$ cat src/rtl/char_uart_pkg.sv
// Shared definitions for the character UART transmitter: FSM state encoding,
// frame geometry and a few ASCII constants.
package char_uart_pkg;

    typedef enum logic [1:0] {
        IDLE  = 2'd0,
        START = 2'd1,
        DATA  = 2'd2,
        STOP  = 2'd3
    } uart_state_e;

    localparam int unsigned UART_DATA_BITS = 8;

    localparam logic [7:0] ASCII_A = 8'h41;
    localparam logic [7:0] ASCII_Z = 8'h5A;

endpackage

$ cat src/rtl/char_fifo.sv
// Circular character buffer between the producer handshake and the serialiser.
// A push into a full buffer is refused even when a pop happens in the same cycle.
module char_fifo #(
    parameter int unsigned DEPTH = 4,
    parameter int unsigned WIDTH = 8
) (
    input  logic                       clk,
    input  logic                       rst_n,
    input  logic                       push_i,
    input  logic [WIDTH-1:0]           push_data_i,
    input  logic                       pop_i,
    output logic [WIDTH-1:0]           head_o,
    output logic                       full_o,
    output logic                       empty_o,
    output logic [$clog2(DEPTH):0]     count_o
);

    localparam int unsigned PTR_W = $clog2(DEPTH);
    localparam int unsigned OCC_W = PTR_W + 1;

    logic [WIDTH-1:0] mem_q [DEPTH];
    logic [PTR_W-1:0] wr_ptr_q, wr_ptr_d;
    logic [PTR_W-1:0] rd_ptr_q, rd_ptr_d;
    logic [OCC_W-1:0] count_q, count_d;
    logic             do_push;
    logic             do_pop;

    assign full_o  = (count_q == OCC_W'(DEPTH));
    assign empty_o = (count_q == '0);
    assign count_o = count_q;
    assign head_o  = mem_q[rd_ptr_q];

    assign do_push = push_i & ~full_o;
    assign do_pop  = pop_i & ~empty_o;

    // Pointers wrap naturally because DEPTH is a power of two.
    always_comb begin
        wr_ptr_d = wr_ptr_q;
        rd_ptr_d = rd_ptr_q;
        count_d  = count_q;
        if (do_push) begin
            wr_ptr_d = wr_ptr_q + PTR_W'(1);
        end
        if (do_pop) begin
            rd_ptr_d = rd_ptr_q + PTR_W'(1);
        end
        case ({do_push, do_pop})
            2'b10:   count_d = count_q + OCC_W'(1);
            2'b01:   count_d = count_q - OCC_W'(1);
            default: count_d = count_q;
        endcase
    end

    always_ff @(posedge clk or negedge rst_n) begin
        if (!rst_n) begin
            wr_ptr_q <= '0;
            rd_ptr_q <= '0;
            count_q  <= '0;
        end else begin
            wr_ptr_q <= wr_ptr_d;
            rd_ptr_q <= rd_ptr_d;
            count_q  <= count_d;
        end
    end

    // Storage needs no reset; occupancy gates every read.
    always_ff @(posedge clk) begin
        if (do_push) begin
            mem_q[wr_ptr_q] <= push_data_i;
        end
    end

endmodule

$ cat src/rtl/char_uart_tx.sv
// Buffers upper-cased characters and serialises them as 8N1 UART frames,
// LSB first, with gapless back-to-back frames and a completed-frame counter.
module char_uart_tx
    import char_uart_pkg::*;
#(
    parameter int unsigned CLKS_PER_BIT = 16,
    parameter int unsigned FIFO_DEPTH   = 4,
    parameter int unsigned CNT_W        = 16
) (
    input  logic             clk,
    input  logic             rst_n,
    input  logic             in_valid,
    input  logic [7:0]       in_data,
    output logic             in_ready,
    output logic             tx,
    output logic             busy,
    output logic [CNT_W-1:0] frames_sent
);

    localparam int unsigned BAUD_W = $clog2(CLKS_PER_BIT);
    localparam int unsigned BIT_W  = $clog2(UART_DATA_BITS);
    localparam int unsigned OCC_W  = $clog2(FIFO_DEPTH) + 1;

    localparam logic [1:0] S_IDLE  = IDLE;
    localparam logic [1:0] S_START = START;
    localparam logic [1:0] S_DATA  = DATA;
    localparam logic [1:0] S_STOP  = STOP;

    logic [1:0]                state_q, state_d;
    logic [BAUD_W-1:0]         baud_q, baud_d;
    logic [BIT_W-1:0]          bit_q, bit_d;
    logic [UART_DATA_BITS-1:0] sh_q, sh_d;
    logic [CNT_W-1:0]          frames_q, frames_d;
    logic                      tx_q, tx_d;

    logic                      fifo_push;
    logic                      fifo_pop;
    logic [7:0]                fifo_head;
    logic                      fifo_full;
    logic                      fifo_empty;
    logic [OCC_W-1:0]          fifo_count;
    logic                      baud_last;

    // Ready depends only on reset and stored occupancy, never on in_valid.
    assign in_ready  = rst_n & ~fifo_full;
    assign fifo_push = in_valid & in_ready;
    assign baud_last = (baud_q == BAUD_W'(CLKS_PER_BIT - 1));

    char_fifo #(
        .DEPTH (FIFO_DEPTH),
        .WIDTH (8)
    ) u_fifo (
        .clk         (clk),
        .rst_n       (rst_n),
        .push_i      (fifo_push),
        .push_data_i (in_data),
        .pop_i       (fifo_pop),
        .head_o      (fifo_head),
        .full_o      (fifo_full),
        .empty_o     (fifo_empty),
        .count_o     (fifo_count)
    );

    // Serialiser: start bit, eight data bits, stop bit; chains straight into
    // the next frame when a character is waiting at the end of the stop bit.
    always_comb begin
        state_d  = state_q;
        baud_d   = baud_q;
        bit_d    = bit_q;
        sh_d     = sh_q;
        frames_d = frames_q;
        fifo_pop = 1'b0;
        case (state_q)
            S_IDLE: begin
                if (!fifo_empty) begin
                    fifo_pop = 1'b1;
                    sh_d     = fifo_head;
                    bit_d    = '0;
                    baud_d   = '0;
                    state_d  = S_START;
                end
            end
            S_START: begin
                if (baud_last) begin
                    baud_d  = '0;
                    state_d = S_DATA;
                end else begin
                    baud_d = baud_q + BAUD_W'(1);
                end
            end
            S_DATA: begin
                if (baud_last) begin
                    baud_d = '0;
                    if (bit_q == BIT_W'(UART_DATA_BITS - 1)) begin
                        state_d = S_STOP;
                    end else begin
                        sh_d  = {1'b0, sh_q[UART_DATA_BITS-1:1]};
                        bit_d = bit_q + BIT_W'(1);
                    end
                end else begin
                    baud_d = baud_q + BAUD_W'(1);
                end
            end
            S_STOP: begin
                if (baud_last) begin
                    baud_d   = '0;
                    frames_d = frames_q + CNT_W'(1);
                    if (!fifo_empty) begin
                        fifo_pop = 1'b1;
                        sh_d     = fifo_head;
                        bit_d    = '0;
                        state_d  = S_START;
                    end else begin
                        state_d = S_IDLE;
                    end
                end else begin
                    baud_d = baud_q + BAUD_W'(1);
                end
            end
            default: begin
                state_d = S_IDLE;
            end
        endcase

        // Line level follows the state being entered so tx comes from a flop.
        case (state_d)
            S_START: tx_d = 1'b0;
            S_DATA:  tx_d = sh_d[0];
            default: tx_d = 1'b1;
        endcase
    end

    always_ff @(posedge clk or negedge rst_n) begin
        if (!rst_n) begin
            state_q  <= S_IDLE;
            baud_q   <= '0;
            bit_q    <= '0;
            sh_q     <= '0;
            frames_q <= '0;
            tx_q     <= 1'b1;
        end else begin
            state_q  <= state_d;
            baud_q   <= baud_d;
            bit_q    <= bit_d;
            sh_q     <= sh_d;
            frames_q <= frames_d;
            tx_q     <= tx_d;
        end
    end

    assign tx          = tx_q;
    assign frames_sent = frames_q;
    assign busy        = (state_q != S_IDLE) || (fifo_count != '0);

endmodule

$ cat config.mk
export PLATFORM = sky130hd
export DESIGN_NAME = char_uart_tx
export DESIGN_NICKNAME = d
export VERILOG_FILES = /design/src/rtl/char_uart_pkg.sv /design/src/rtl/char_fifo.sv /design/src/rtl/char_uart_tx.sv
export SDC_FILE = /design/constraint.sdc
export NUM_CORES = 1
export LEC_CHECK = 0
export ABC_AREA = 1
export CORE_MARGIN = 4
export CORE_UTILIZATION = 45
export DETAILED_ROUTE_END_ITERATION = 7
export SYNTH_ARGS = -nofsm -noshare
export SYNTH_HDL_FRONTEND = slang
export SYNTH_SLANG_ARGS = --single-unit
export TNS_END_PERCENT = 20
$ cat constraint.sdc
create_clock -name clk -period 3.2 [get_ports clk]
set_input_delay 0.48 -clock clk [delete_from_list [all_inputs] [get_ports clk]]
set_output_delay 0.48 -clock clk [all_outputs]
set_load 0.05 [all_outputs]
==> metrics list, run 1 <==
- Number of DRC markers after the initial detailed-route iteration: between 60 and 70
* Relative max-transition margin: ~65%
* Global-route met2 utilization: 22.3%
- Antenna-violating nets left: 0
* Most crowded layer after global routing: met1
* Max_cap viols: 0
- The run finished with clean final reports.
* Clock Sink Count: 73
- After layout, the design draws a total of 3.18 mW.
- Final HPWL from detailed placement: between 4000 and 5000 microns
- The netlist uses 36 different library cells.
- Setup violations remaining at the end of the flow were counted as 0.
- After clock tree synthesis, the setup repair step added 0 buffers.
* Internal Dissipation: between 1.5 and 2 mW
- Type of the tightest min-delay check: in2async
* Most frequent standard cell in the layout excluding fill and tap cells: nand2_1
- Switching share of power: 40.6%
* RSZ-0062 raised after global routing: false
- The worst setup path is launched from a flip-flop.
- The die covers 9050 sq um.
- The count of endpoints failing hold in the final timing report came to 0.
- After clock tree synthesis, the clock-pin slew on the worst setup and hold paths is approximately 0.080 ns.
- The first global-routing pass estimated 10600 microns of wire.
- Leaving out fill and tap cells, the most frequent cells in the layout are nand2_1, dfrtp_1, edfxtp_1.
* Post-synthesis sequential element count: 73
- Effective utilization at floorplan: 46.6%
* Final Max Slew Viols: 0
- Die Span X: around 95 microns
- Met1 layer usage reported by global route: 22.5%
* Maximum buffer depth of the clock tree: 2
* Number of search-and-repair iterations in the first detailed-routing pass: 4
- Data required, critical path: 2.72 ns
- Largest family of logic cells by synthesized area: simple AND/OR/NAND/NOR gates
- Fin crit period: 2.69 ns
- P&R area growth vs syn: 17.8%
* Routed length per instance: 13.2 microns
- Placement row count: 31
- Cell accounting for the most synthesized area: dfrtp_1
* Routed via count: approximately 2300
- Power density relative to cell area: 790 nW/um^2
- Summing the sequential cell areas from Yosys gives just under 60% of the chip area.
- The initial antenna violation count is 0.
* Count of boundary I/O pins: 30
- The synthesized netlist devotes ~4.6% of its cell area to XOR and XNOR gates.
* Vias per cell: 4.90
* Setup TNS after final layout: 0 ns
* Post-synthesis instance area: roughly 3400 sq um
- GRT Overall Usage: 15.4%
* Post-Syn Instances: 334
* Cell leakage power: around 1.8 nW
- The number of hold buffers added after CTS was 0.
* Final Hold Slack: 0.244 ns
* DIE HEIGHT: approximately 95 microns
- A synthesized cell averages 10.2 sq um.
* Worst Path Class, Setup: reg2out
* Share of the clock period used by the worst path: ~84%
* Total of fill cells in the finished design: 649
- Buffers on Ports: 29
- M3 GR Usage: 3.16%
* Area fraction of the dominant cell type after synthesis: 29.3%
- Leftover overflow at the end of global routing: 0
- DP Cell Count: between 400 and 500
* Arrival time of the worst setup path: 2.21 ns
- Cell types with the largest area share after synthesis: dfrtp_1, edfxtp_1, nand2_1
- Area of the core: 7330 sq um
* Portion of total power attributed to combinational logic: 37.4%
- The congestion estimate from routability-driven global placement came to ~0.80.
- During synthesis, Yosys emitted a total of 0 warnings.
- Cell Count, Final, Fillers Out: ~480
* Adder-cell share of the synthesized area: 5.71%
- Number of nets in the synthesized netlist: 360
- Once routing completed, OpenROAD measured the worst setup slack at about 0.5 ns.
- Compound-Gate Fraction of Synth Area: 7.69%
- STA classifies the critical path endpoint as an output pin.
- The analysis attributes to net switching a power of 1.29 mW.
- Summed over all layers, the routed wires come to 6310 microns.
- Post-CTS repair changed the size of 0 cells.
- Cells with a size suffix above 1 make up 8.97% of the layout.
* Fmax: ~370 MHz
- Number of buffers created by CTS: 9
- TritonCTS clock tree: built
* VDD IR-drop max: 0.000350 V
* Root Buffer Master: clkbuf_8
- The number of global-route vias before repair was 2206.
- Biggest fanout along the worst timing path: 8
- In the routed design, unresolved DRC markers number 0.
* Area of the multi-input gates: between 1000 and 1500 sq um
- Measured against the total synthesized area, the mux share comes to 0.330%.
- Fraction of the mapped netlist area in simple logic gates: between 10% and 20%
* Clock network power share: 21.3%
- Antenna cells: 0
- On the final layout, the worst clock skew is between 0.008 and 0.009 ns.
- The H-tree was split into 3 levels.
- Maximum number of pins on one net before global-route repair: 42
- Sequential share of power: just over 40%
* Area taken by flip-flops and latches: 1990 sq um
- # nets final: 400
* Worst-margin pin slew: 0.529 ns
- At the placement stage, the worst setup path has a slack of 0.785 ns.
- Latest clock arrival within the worst-skew pair: 0.34 ns
[synth_stat cells]
cell type / count
o31ai_1: 1
nor2_4: 2
clkbuf_1: 3
inv_1: 29
fa_1: 1
and3_1: 1
nand3_1: 17
o21bai_1: 6
a21boi_0: 1
nor3_1: 2
nand3_4: 1
nand2_2: 1
o22ai_1: 1
ha_1: 14
edfxtp_1: 32
nand3b_1: 2
a32o_1: 5
nor2_2: 1
nand4_2: 1
mux2_2: 1
xnor2_1: 5
nand2_4: 1
buf_2: 2
o21ai_0: 11
inv_2: 1
nand2_1: 96
dfrtp_1: 40
a31oi_1: 1
xor2_1: 13
o21ai_1: 3
a21oi_1: 14
dfstp_2: 1
clkinv_1: 1
nand4_1: 3
nor2_1: 19
nor2_8: 1
[power groups by stage]
stage               Sequential [mW]  Combinational (mW)  Clock (mW)
CTS                            1.32                1.20       0.702
finish                         1.31                1.19       0.677
global route                   1.34                1.37       0.742
detailed placement             1.34                1.20           0
global placement               1.33                1.18           0
floorplan                      1.32               0.901           0
[final timing paths]
check | startpoint | endpoint | slack, ns | cells past startpoint
max | state_q[1] | busy | 0.51 | 4
min in group clk | sh_q[0] | sh_q[0] | 0.49 | 2
min | rst_n | sh_q[2] | 0.24 | 2
max reg2reg | baud_q[0] | u_fifo.count_o[2] | 0.78 | 13
max in group asynchronous | rst_n | tx | 2.58 | 2
min reg2reg | sh_q[0] | sh_q[0] | 0.49 | 2
[sequential cells by signal, summed over array words and instances, names as in the netlist]
name and flops:
u_fifo.mem_q 32, frames_sent 16, sh_q 8, baud_q 4, bit_q 3, u_fifo.count_o 3, state_q 2, u_fifo.rd_ptr_q 2
u_fifo.wr_ptr_q 2, tx 1
[metal layers]
metal  up-vias  part of all wire (%)
li1       1194                     -
met1      1099                    50
met2        37                    45
met3        10                   3.5
met4         0                   1.8
met5         -                     0
[metrics by stage]
stage	instance area (sq um)	util, %
detailed placement	3840	52.4
global route	4020	54.9
floorplan	3420	-
CTS	4020	54.9
global placement	3840	52.4
finish	4020	54.9
[kinds of logic (layout without fill, tap and decap cells)]
| group | after synthesis | in the layout |
|---|---|---|
| buffers and inverters | 36 | 81 |
| DFF | 73 | 73 |
| AOI/OAI and AO/OA | 43 | 43 |
| xor gates and xnor gates | 18 | 18 |
| and+or+nand+nor | 148 | 148 |
| adders and majority gates | 15 | 15 |
| muxes | 1 | 1 |
[worst max-delay path, stage by stage (launching register included)]
cell and delay [ns]:
dfrtp_1 0.41, inv_1 0.12, ha_1 0.28, nand2_1 0.22, clkdlybuf4s50_1 0.84
[final cells by class]
cell class	instances	share of cell area, %
sequential	73	49.4
clock buffer	9	3.08
tap	99	3.08
multi-input combinational	225	32.1
clock inverter	7	1.52
timing repair buffer	34	7.96
inverter	31	2.89
(Power assumes the default switching activity.)
==> inputs of run 2 (changes only) <==
- clock period: 3.2 -> 2.55 ns (I/O delays scaled with it)
==> run 2 against run 1 <==
Worst setup slack lost 0.28 ns. Design area grew 0.53%. Flip-flop and latch count is the same. Critical path depth grew 1. Combinational power grew 28%. Sequential power grew 26%. Global-route usage grew 0.75 points. Hold slack lost 0.099 ns. Register-to-register slack lost 0.51 ns. First-iteration DRC count grew 44%. Clock power grew 16%. Routed wire length shrank 2.0%. Largest power group unchanged.
==> metrics list, run 2 (synthesized netlist as in run 1, its figures left out) <==
- The first global-routing pass estimated 11100 microns of wire.
* Resized cells post-CTS: 1
- Setup violations remaining at the end of the flow were counted as 0.
- Post-CTS setup buffer count: 0
- TritonCTS built the clock tree.
* Latest clock arrival within the worst-skew pair: 0.35 ns
* Buffers on Ports: 29
- VDD IR-drop max: 0.000450 V
- Cell Chain, Critical Path: nor2_1 > nand2_1 > inv_1 > nand2_1 > dlygate4sd2_1
* Largest reg by FF count: u_fifo.mem_q
- The floorplan step defined a die boundary enclosing 9050 sq um.
- The worst setup path is captured at an output pin.
- The worst path needs 2.32 ns of the cycle, external delays included.
- Leftover overflow at the end of global routing: 0
* Most prevalent standard cell on the critical path: nand2_1
- Number of flip-flops under the largest register name: 32
- Of all nets on the critical path, the largest fanout is 8.
* Number of H-tree levels: 3
- Detailed placement finished with a half-perimeter wire length of between 4000 and 5000 microns.
* Final Max Slew Viols: 0
- Among cell families on the critical path, the largest total delay comes from buffers and inverters.
* Setup clock skew after layout: 0.00741 ns
- # nets final: 403
- Clock-pin slew was measured on the worst setup and hold paths at 0.08 ns.
- The largest individual stage delay along the critical path comes from the cell dlygate4sd2_1.
- Power density relative to cell area: 978 nW/um^2
* Arrival time of the worst setup path: 1.94 ns
- Global routing consumed, over all layers together, 16.2% of the routing resources.
- Most frequent standard cell in the layout excluding fill and tap cells: nand2_1
- Worst-margin pin slew: 0.525 ns
- Maximum number of pins on one net before global-route repair: 42
- Commonest cells after routing, fill and taps aside: nand2_1, dfrtp_1, edfxtp_1
- At the end of routability-driven placement, the weighted congestion stood at 0.814.
* Number of buffers created by CTS: 9
- Die Span X: ~95 microns
- Worst Path Class, Setup: reg2out
- The number of global-route vias before repair was 2294.
- Fmax: 430 MHz
- The cell sitting at the root of the clock tree is a clkbuf_8.
- STA classifies the critical path startpoint as a flip-flop.
- Ratio of cells with drive above 1 in the final layout: 9.95%
- In the final routed layout, each cell accounts on average for approximately 13 microns.
- Result of the run: completed
- Final Hold Fails: 0
- Number of antenna violations at the first check in global routing: 0
- After floorplanning, the core was divided into 31 placement rows.
- Measured on the finished design, the core utilization comes to 55.2%.
* Post-route DRC violation count: 0
- Final Hold Slack: about 0.14 ns
- P&R area growth vs syn: 18.4%
* Slowest stage delay, CP: between 0.4 and 0.5 ns
- WL final: 6190 microns
- Clock tree synthesis found a total of 73 sinks.
- Number of DRC markers after the initial detailed-route iteration: 92
* Worst Path Buf+Inv: 2
- Antenna cells: 0
* Effective utilization at floorplan: roughly 47%
- For this design the top-level I/O count stands at 30.
- Max-cap violations in this run came to 0.
- Number of search-and-repair iterations in the first detailed-routing pass: 4
* Setup TNS after final layout: 0 ns
* Area of the core: between 7000 and 8000 sq um
- The routed layout has around 2300 vias.
- The number of hold buffers added after CTS was 0.
- Cell leakage power: 1.86 nW
- Vias per cell: 4.76
- Type of the tightest min-delay check: in2async
* RSZ-0062 raised after global routing: false
- In this run the remaining antenna-violating nets after routing total 0.
- Share of the clock period used by the worst path: roughly 91%
- DIE HEIGHT: 95.1 microns
- No sink is reached through more buffers than the 2 on the longest clock path.
- Data required, critical path: around 2.2 ns
- Relative max-transition margin: 65.0%
run 2: path summary, 6_finish.rpt:
check / startpoint / to / slack, ns / cells past startpoint
max: u_fifo.count_o[0] / busy / 0.23 / 5
min: rst_n / sh_q[2] / 0.14 / 2
max reg2reg: baud_q[0] / u_fifo.count_o[2] / 0.27 / 13
min reg2reg: sh_q[0] / sh_q[0] / 0.48 / 2
max in group asynchronous: rst_n / tx / 2.02 / 2
min in group clk: sh_q[0] / sh_q[0] / 0.48 / 2
run 2: metal layers:
metal / share of wire [%] / global-route usage, % / vias to the layer above
met5: 0 / 0 / -
met4: 1.7 / 5.05 / 0
met3: 4.3 / 5.84 / 10
met2: 45 / 23.5 / 31
met1: 49 / 22.6 / 1057
li1: - / - / 1192
run 2: cell type report:
class                           instances  area [sq um]
Clock inverter                          7          46.3
Fill cell                             636          3290
Clock buffer                            9           124
Sequential cell                        73          1990
Tap cell                               99           124
Multi-Input combinational cell        225          1290
Timing Repair Buffer                   37           354
Inverter                               31           116
run 2: metrics by stage:
| step | instance area [sq um] | instances | setup WS, ns | power (mW) |
|---|---|---|---|---|
| finish | 4050 | 481 | 0.226 | 3.95 |
| global placement | 3870 | 465 | 0.303 | 3.18 |
| detailed placement | 3870 | 465 | 0.236 | 3.20 |
| floorplan | 3420 | 334 | 0.0159 | 2.79 |
| global route | 4050 | 481 | 0.0328 | 4.35 |
| CTS | 4040 | 481 | 0.220 | 4.01 |
run 2: report_power, final:
part	switching (mW)	internal (mW)	leakage [nW]
clock network	0.436	0.350	0.0814
registers	0.172	1.48	0.826
logic	0.970	0.551	0.949
total	1.58	2.38	1.86
